File: config.mk
export PLATFORM = sky130hd
export DESIGN_NAME = vga_timing_gen
export DESIGN_NICKNAME = d
export VERILOG_FILES = /design/src/rtl/vga_timing_gen.sv
export SDC_FILE = /design/constraint.sdc
export NUM_CORES = 1
export LEC_CHECK = 0
export CAP_MARGIN = 20
export CORE_ASPECT_RATIO = 1.5
export CORE_UTILIZATION = 35
export DETAILED_ROUTE_END_ITERATION = 8
export DONT_BUFFER_PORTS = 1
export SLEW_MARGIN = 20
export SYNTH_ARGS = -nofsm -noshare
export SYNTH_HDL_FRONTEND = slang
export SYNTH_SLANG_ARGS = --single-unit
File: constraint.sdc
create_clock -name clk25 -period 2.53 [get_ports clk25]
set_input_delay 0.253 -clock clk25 [delete_from_list [all_inputs] [get_ports clk25]]
set_output_delay 0.253 -clock clk25 [all_outputs]
set_load 0.1 [all_outputs]
File: src/rtl/vga_timing_gen.sv
// vga_timing_gen: 640x480@60 raster timing on the 25 MHz pixel clock.
// Ports: clk25/rst in; hcount, vcount, hsync, vsync, video_on,
//   line_end, frame_end, blink out (all registered).
module vga_timing_gen #(
  parameter int   H_VISIBLE    = 640,
  parameter int   H_FP         = 16,
  parameter int   H_SYNC       = 96,
  parameter int   H_BP         = 48,
  parameter int   V_VISIBLE    = 480,
  parameter int   V_FP         = 10,
  parameter int   V_SYNC       = 2,
  parameter int   V_BP         = 33,
  parameter logic SYNC_ACTIVE  = 1'b0,
  parameter int   BLINK_FRAMES = 30
) (
  input  logic       clk25,
  input  logic       rst,
  output logic [9:0] hcount,
  output logic [9:0] vcount,
  output logic       hsync,
  output logic       vsync,
  output logic       video_on,
  output logic       line_end,
  output logic       frame_end,
  output logic       blink
);

  localparam int H_TOTAL = H_VISIBLE + H_FP + H_SYNC + H_BP;
  localparam int V_TOTAL = V_VISIBLE + V_FP + V_SYNC + V_BP;

  localparam logic [9:0] H_END  = 10'(H_TOTAL - 1);
  localparam logic [9:0] V_END  = 10'(V_TOTAL - 1);
  localparam logic [9:0] H_VIS  = 10'(H_VISIBLE);
  localparam logic [9:0] V_VIS  = 10'(V_VISIBLE);
  localparam logic [9:0] HS_BEG = 10'(H_VISIBLE + H_FP);
  localparam logic [9:0] HS_END = 10'(H_VISIBLE + H_FP + H_SYNC);
  localparam logic [9:0] VS_BEG = 10'(V_VISIBLE + V_FP);
  localparam logic [9:0] VS_END = 10'(V_VISIBLE + V_FP + V_SYNC);
  localparam logic [7:0] BF_END = 8'(BLINK_FRAMES - 1);

  if (H_VISIBLE < 1 || H_FP < 1 || H_SYNC < 1 || H_BP < 1 ||
      V_VISIBLE < 1 || V_FP < 1 || V_SYNC < 1 || V_BP < 1 ||
      H_TOTAL > 1024 || V_TOTAL > 1024 ||
      BLINK_FRAMES < 1 || BLINK_FRAMES > 255) begin : g_param_err
    $error("vga_timing_gen: illegal timing parameters");
  end

  logic [9:0] hcount_q, hcount_d;
  logic [9:0] vcount_q, vcount_d;
  logic       hsync_q, hsync_d;
  logic       vsync_q, vsync_d;
  logic       video_on_q, video_on_d;
  logic       line_end_q, line_end_d;
  logic       frame_end_q, frame_end_d;
  logic       blink_q, blink_d;
  logic [7:0] fcnt_q, fcnt_d;

  logic h_wrap;
  logic v_wrap;

  always_comb begin
    h_wrap = (hcount_q == H_END);
    v_wrap = (vcount_q == V_END);

    hcount_d = h_wrap ? 10'd0 : hcount_q + 10'd1;
    vcount_d = vcount_q;
    if (h_wrap) begin
      vcount_d = v_wrap ? 10'd0 : vcount_q + 10'd1;
    end

    // frame_end_q marks the last pixel of the frame, so the
    // counter steps on the same edge that returns to (0,0).
    fcnt_d  = fcnt_q;
    blink_d = blink_q;
    if (frame_end_q) begin
      if (fcnt_q == BF_END) begin
        fcnt_d  = 8'd0;
        blink_d = ~blink_q;
      end else begin
        fcnt_d = fcnt_q + 8'd1;
      end
    end

    if (rst) begin
      hcount_d = 10'd0;
      vcount_d = 10'd0;
      fcnt_d   = 8'd0;
      blink_d  = 1'b0;
    end

    // Decode from the next position so every registered output
    // lines up with the registered counters.
    video_on_d  = (hcount_d < H_VIS) && (vcount_d < V_VIS);
    hsync_d     = ((hcount_d >= HS_BEG) && (hcount_d < HS_END)) ?
                  SYNC_ACTIVE : ~SYNC_ACTIVE;
    vsync_d     = ((vcount_d >= VS_BEG) && (vcount_d < VS_END)) ?
                  SYNC_ACTIVE : ~SYNC_ACTIVE;
    line_end_d  = (hcount_d == H_END);
    frame_end_d = (hcount_d == H_END) && (vcount_d == V_END);
  end

  always_ff @(posedge clk25) begin
    hcount_q    <= hcount_d;
    vcount_q    <= vcount_d;
    hsync_q     <= hsync_d;
    vsync_q     <= vsync_d;
    video_on_q  <= video_on_d;
    line_end_q  <= line_end_d;
    frame_end_q <= frame_end_d;
    blink_q     <= blink_d;
    fcnt_q      <= fcnt_d;
  end

  assign hcount    = hcount_q;
  assign vcount    = vcount_q;
  assign hsync     = hsync_q;
  assign vsync     = vsync_q;
  assign video_on  = video_on_q;
  assign line_end  = line_end_q;
  assign frame_end = frame_end_q;
  assign blink     = blink_q;

endmodule

# After elaboration in Yosys (flattened, before gate mapping)
# Cells that the tools add are included.
word_totals:
  inputBits: 2
  word_cells: 37
  regBits: 34
classes:
  addsub: 3
  order_cmp: 6
  n_bitwise: 1
  reduce_logical: 5
  n_eq_ne: 5
  n_mux: 8
op_table:
  columns: ["op", "n"]
  rows:
  - ["two-way mux 10 bit", 5]
  - ["== test 10 bit, second input constant", 4]
  - ["adder 10 x 1 -> 10 bit, second input constant", 2]
  - ["less-than comparator 10 bit, second input constant", 2]
  - ["less-than comparator 10 x 9 -> 1 bit, second input constant", 2]
  - [">= comparator 10 bit, second input constant", 1]
  - [">= comparator 10 x 9 -> 1 bit, second input constant", 1]
  - ["adder 8 x 1 -> 8 bit, second input constant", 1]
  - ["== test 8 x 5 -> 1 bit, second input constant", 1]
  - ["two-way mux 8 bit", 1]
  - ["logical AND 1 bit", 4]
  - ["two-way mux 1 bit", 2]
  - ["AND reduction 2 bit", 1]
  - ["inverter 1 bit", 1]

# Longest topological paths before layout
depth:
  word_depth: 7
  depth_mapped: 9
  ltp_nobuf: 8

# Worst setup path after synthesis
# No wires, ideal clock.
synth_path:
  path_kind: "register to register"
  start: "register hcount_q[0] (netlist: hcount[0])"
  end: "register vsync_q (netlist: vsync)"
  slack_ns: -0.714
  arrival_time_ns: 3.108
  n_path_buf: 0
  setup_ns: 0.136
  period_less_slack_ns: 3.244
  required_ns: 2.394
  path_stages_with_launch: 8
  cell_sequence: "dfxtp_1 ha_1 nand4_1 or3_4 or4_4 a21oi_2 nor4b_1 nand3_1"
synth_between:
  elab_chain_len: 6
  word_cells_on_any_way: 7
  cone_classes: "order compare (2); eq/ne (1); mux (3); reduce/logical (1)"
synth_rtl:
  columns: ["element", "line", "text"]
  rows:
  - ["start: declaration", "48", "logic [9:0] hcount_q, hcount_d;"]
  - ["start signal: assignment", "103", "hcount_q <= hcount_d;"]
  - ["== test 10 bit (*)", "62", "h_wrap = (hcount_q == H_END);"]
  - ["two-way mux 10 bit (*)", "67", "if (h_wrap) begin"]
  - ["two-way mux 10 bit (*)", "84", "if (rst) begin"]
  - ["named net vcount_d[8]", "49", "logic [9:0] vcount_q, vcount_d;"]
  - [">= comparator 10 x 9 -> 1 bit / less-than comparator 10 x 9 -> 1 bit (equally long branches)", "96", "vsync_d = ((vcount_d >= VS_BEG) && (vcount_d < VS_END)) ?"]
  - ["logical AND 1 bit (*)", "96", null]
  - ["two-way mux 1 bit (*)", "96", null]
  - ["named net vsync_d", "51", "logic vsync_q, vsync_d;"]
  - ["end signal: assignment", "106", "vsync_q <= vsync_d;"]
  - ["end: declaration", "51", null]
# The timed path passes the listed nets; every way through them passes the cells marked *.
# A chain may end at the register's enable or synchronous reset.

# Final worst setup path
layout_path:
  start: "register hcount_q[7] (netlist: hcount[7])"
  end: "register frame_end_q (netlist: frame_end)"
layout_between:
  elab_chain_len: 5
  word_cells_on_any_way: 9
  cone_classes: "add/sub (1); eq/ne (3); mux (4); reduce/logical (1)"
layout_rtl:
  columns: ["element", "line", "text"]
  rows:
  - ["adder 10 x 1 -> 10 bit / == test 10 bit (equally long branches)", "65, 62", null]
  - ["two-way mux 10 bit (*)", "65", "hcount_d = h_wrap ? 10'd0 : hcount_q + 10'd1;"]
  - ["two-way mux 10 bit (*)", "84", null]
  - ["named net hcount_d[9]", "48", null]
  - ["== test 10 bit (*)", null, null]
  - ["named net line_end_d", "53", "logic line_end_q, line_end_d;"]
  - ["logical AND 1 bit (*)", "99", "frame_end_d = (hcount_d == H_END) && (vcount_d == V_END);"]
  - ["named net frame_end_d", "54", "logic frame_end_q, frame_end_d;"]
  - ["end signal: assignment", "109", "frame_end_q <= frame_end_d;"]
  - ["end: declaration", "54", null]
# Marks and branches as above.

==> out/results.md <==
| Metric | Reported |
| --- | --- |
| Net count after synthesis | 216 |
| Cells after DPL | 293 |
| Worst VDD drop | 0.201 mV |
| Detailed-routed wire length on met3 | 210 um |
| Run status | finished clean |
| Count of hold buffers inserted by post-cts repair | 0 |
| Proportion of netlist area held by the largest area contributor | 37.4% |
| Area of the multi-input gates | 0.00107 mm^2 |
| Router iterations before antenna repair | 4 |
| Total CTS buffers | 5 |
| Via-per-instance ratio | 5.24 |
| Setup repair after global routing missed its margin | no |
| Std-Cell Rows | 31 |
| Ratio of cells with drive above 1 in the final layout | 25.5% |
| Count of yosys warnings during synthesis | 0 |
| Period utilisation layout | 90.2% |
| Final Wtd Congestion | 0.820 |
| Power density over the cells | 494 mW/mm^2 |
| Number of register bits inferred by synthesis | 34 |
| Leakage dissipation | 0.788 nW |
| Initial antenna violation count | 0 |
| Hold Slack | 0.0249 ns |
| DRC violations left | 0 |
| TritonCTS clock tree | yes |
| Hold_sp | rst |
| Sort of element at the start of the critical path | register |
| Post-synthesis cell type count | 46 |
| Reg2Reg Launch Point | hcount[7] |
| Worst Path Max Fanout | 8 |
| Fmax | 438 MHz |
| Post-Synthesis Cell Area | 0.00182 mm^2 |
| Layout area overhead | 21.3% |
| Count of maximum capacitance violations | 0 |
| Area contributors post-synth | sky130_fd_sc_hd__dfxtp_1 (37%), sky130_fd_sc_hd__xor2_1 (6.7%), sky130_fd_sc_hd__nor2_1 (5.8%), sky130_fd_sc_hd__nand2_1 (4.1%), sky130_fd_sc_hd__nand3_1 (3.9%) |
| Vias | 1,576 |
| Gate Count Post-Synth | 209 |
| Top flip-flop cell by instance count after synthesis | sky130_fd_sc_hd__dfxtp_1 |
| Buffer type at the clock tree root | sky130_fd_sc_hd__clkbuf_8 |
| Clk sink count | 34 |
| Final antenna-violating net count | 0 |
| Slew HR | 35.6% |
| Ports placed on the boundary | 28 |
| Floorplan die width | 60.9 um |
| Register clock-pin slew on the reported worst setup and hold paths | 0.07 ns |
| Number of H-tree branching levels | 2 |
| EDFF count, synth | 0 |
| Data arrival time of the worst path | 2.48 ns |
| Final hold violation count | 0 |
| Number of failing setup endpoints in the final timing report | 0 |
| Cell types with the highest counts after synthesis | sky130_fd_sc_hd__dfxtp_1 (34), sky130_fd_sc_hd__nor2_1 (28), sky130_fd_sc_hd__nand2_1 (20) |
| Maximum number of pins on one net before global-route repair | 17 |
| Met1 routed wirelength after detailed routing | 1850 um |
| Top metal layer carrying routed signals | met4 |
| Leftover overflow at the end of global routing | 0 |
| Count of pins over their slew limit | 0 |
| Iter 0 DRT Violations | 68 |
| Min-delay worst type | primary input to register |
| Final-layout fill cell count | 502 |
| Final critical delay including setup and external delays | 2.28 ns |
| Worst-skew pair later-pin latency | 0.29 ns |
| Count of buffers inserted at the top-level ports | 0 |
| Final standard cell count with taps included and fillers excluded | 301 |
| Post-CTS Setup Inserts | 0 |
| Worst Slack Setup Final | 0.248 ns |
| Worst path required time | 2.72 ns |
| Average wire per standard cell | 13.8 um |
| Total length of routed met2 wires | 2000 um |
| Wire length of the first global-routing pass | 6960 um |
| Slew at the pin closest to its max-slew limit | 0.965 ns |
| Antenna diodes | 0 |
| Detailed Place HPWL | 3110 um |
| Worst setup slack after placement | 0.237 ns |
| Syn_area_per_cell | 8.70 um^2 |
| Sequential share of the synthesized area | 37.4% |
| Hold Path Stages | 1 |
| Worst Setup End Kind | register |
| DIE HEIGHT | 90.3 um |
| Register-to-Register Path Depth | 7 |
| Post-Route Skew | 0.00948 ns |
| Most repeated cell in the gate-level netlist after synthesis | sky130_fd_sc_hd__dfxtp_1 |
| Core footprint | 0.00493 mm^2 |
| Final nets | 241 |
| Total routing usage reported by global routing | 16.6% |
| Sequential standard cell area | 709 um^2 |
| Critical Path Source | hcount[7] |
| Number of global-route vias before repair | 1,494 |
| Async set-or-reset flop fraction in the synthesized netlist | 0% |
| Setup CP Type | register to register |
| WL final | 4160 um |
| Total die area | 0.00550 mm^2 |
| Post-cts sizing count | 0 |
| Yosys top cell by area | sky130_fd_sc_hd__dfxtp_1 |
| Total Neg Setup Slack | 0 ns |
| Buffer depth of the longest clock path | 2 |
| Initial core utilization | 36.9% |
[kinds of logic (layout without fill, tap and decap cells)]
logic type	count (synthesis)	after routing	synth area share [%]
mux	2	2	1.10
buf+inv	14	40	5.02
flops	34	34	37.4
simple gates	103	103	30.3
xor+xnor	22	22	10.6
compound gates	29	29	12.1
fa+ha+maj	5	5	3.44
[final cells by class]
cell class | instances | share of cell area (%)
Inverter | 4 | 0.681
Timing Repair Buffer | 28 | 10.1
Multi-Input combinational cell | 161 | 48.3
Sequential cell | 34 | 32.2
Clock buffer | 8 | 4.99
Tap cell | 66 | 3.74
[cell usage in the layout (no fill, tap or decap), drive strengths merged, types with 7 or more instances in the layout]
cell and n:
dfxtp 34, xor2 14, nor2 28, xnor2 8, nand2 20, nand4 7, nor3 8, buf 28
clkbuf 8, nand3 14
[worst paths after layout]
path                             endpoint  slack (ns)
worst max register to register  frame_end        0.25
worst min-delay path            hcount[6]        0.02
worst max-delay path            frame_end        0.25
worst min register to register  fcnt_q[7]        0.52
[flip-flops by register name, indices dropped and copies added, names as in the netlist]
| register | count |
|---|---|
| blink | 1 |
| hsync | 1 |
| video_on | 1 |
| vcount | 10 |
| vsync | 1 |
| line_end | 1 |
| frame_end | 1 |
| hcount | 10 |
| fcnt_q | 8 |
[worst max-delay path: stages, from the launching register on]
cell                       delay [ns]
sky130_fd_sc_hd__dfxtp_4         0.34
sky130_fd_sc_hd__buf_4           0.33
sky130_fd_sc_hd__nand4_1         0.20
sky130_fd_sc_hd__or4_1           0.47
sky130_fd_sc_hd__a211oi_1        0.36
sky130_fd_sc_hd__nand4_1         0.14
sky130_fd_sc_hd__nor2_1          0.15
sky130_fd_sc_hd__nor4b_2         0.20
[report_power, final]
| part | internal, W | total [W] | switching (W) |
|---|---|---|---|
| clock network | 0.000275 | 0.000464 | 0.000189 |
| registers | 0.000538 | 0.000545 | 0.00000751 |
| logic | 0.0000203 | 0.0000795 | 0.0000592 |
| total | 0.000833 | 0.00109 | 0.000256 |
[metrics by stage]
stage | power, W | util [%] | cell area, um^2
global placement | 0.000637 | 42.5 | 2100
finish | 0.00109 | 44.8 | 2210
CTS | 0.00110 | 44.8 | 2210
floorplan | 0.000624 | - | 1870
global route | 0.00113 | 44.8 | 2210
detailed placement | 0.000637 | 42.5 | 2100
[layer usage]
layer	track usage [%]	up-vias
met1	20.1	726
li1	-	801
met2	26.5	41
met3	4.30	8
met5	0	-
met4	7.95	0
Power figures use the tool's default switching activity.
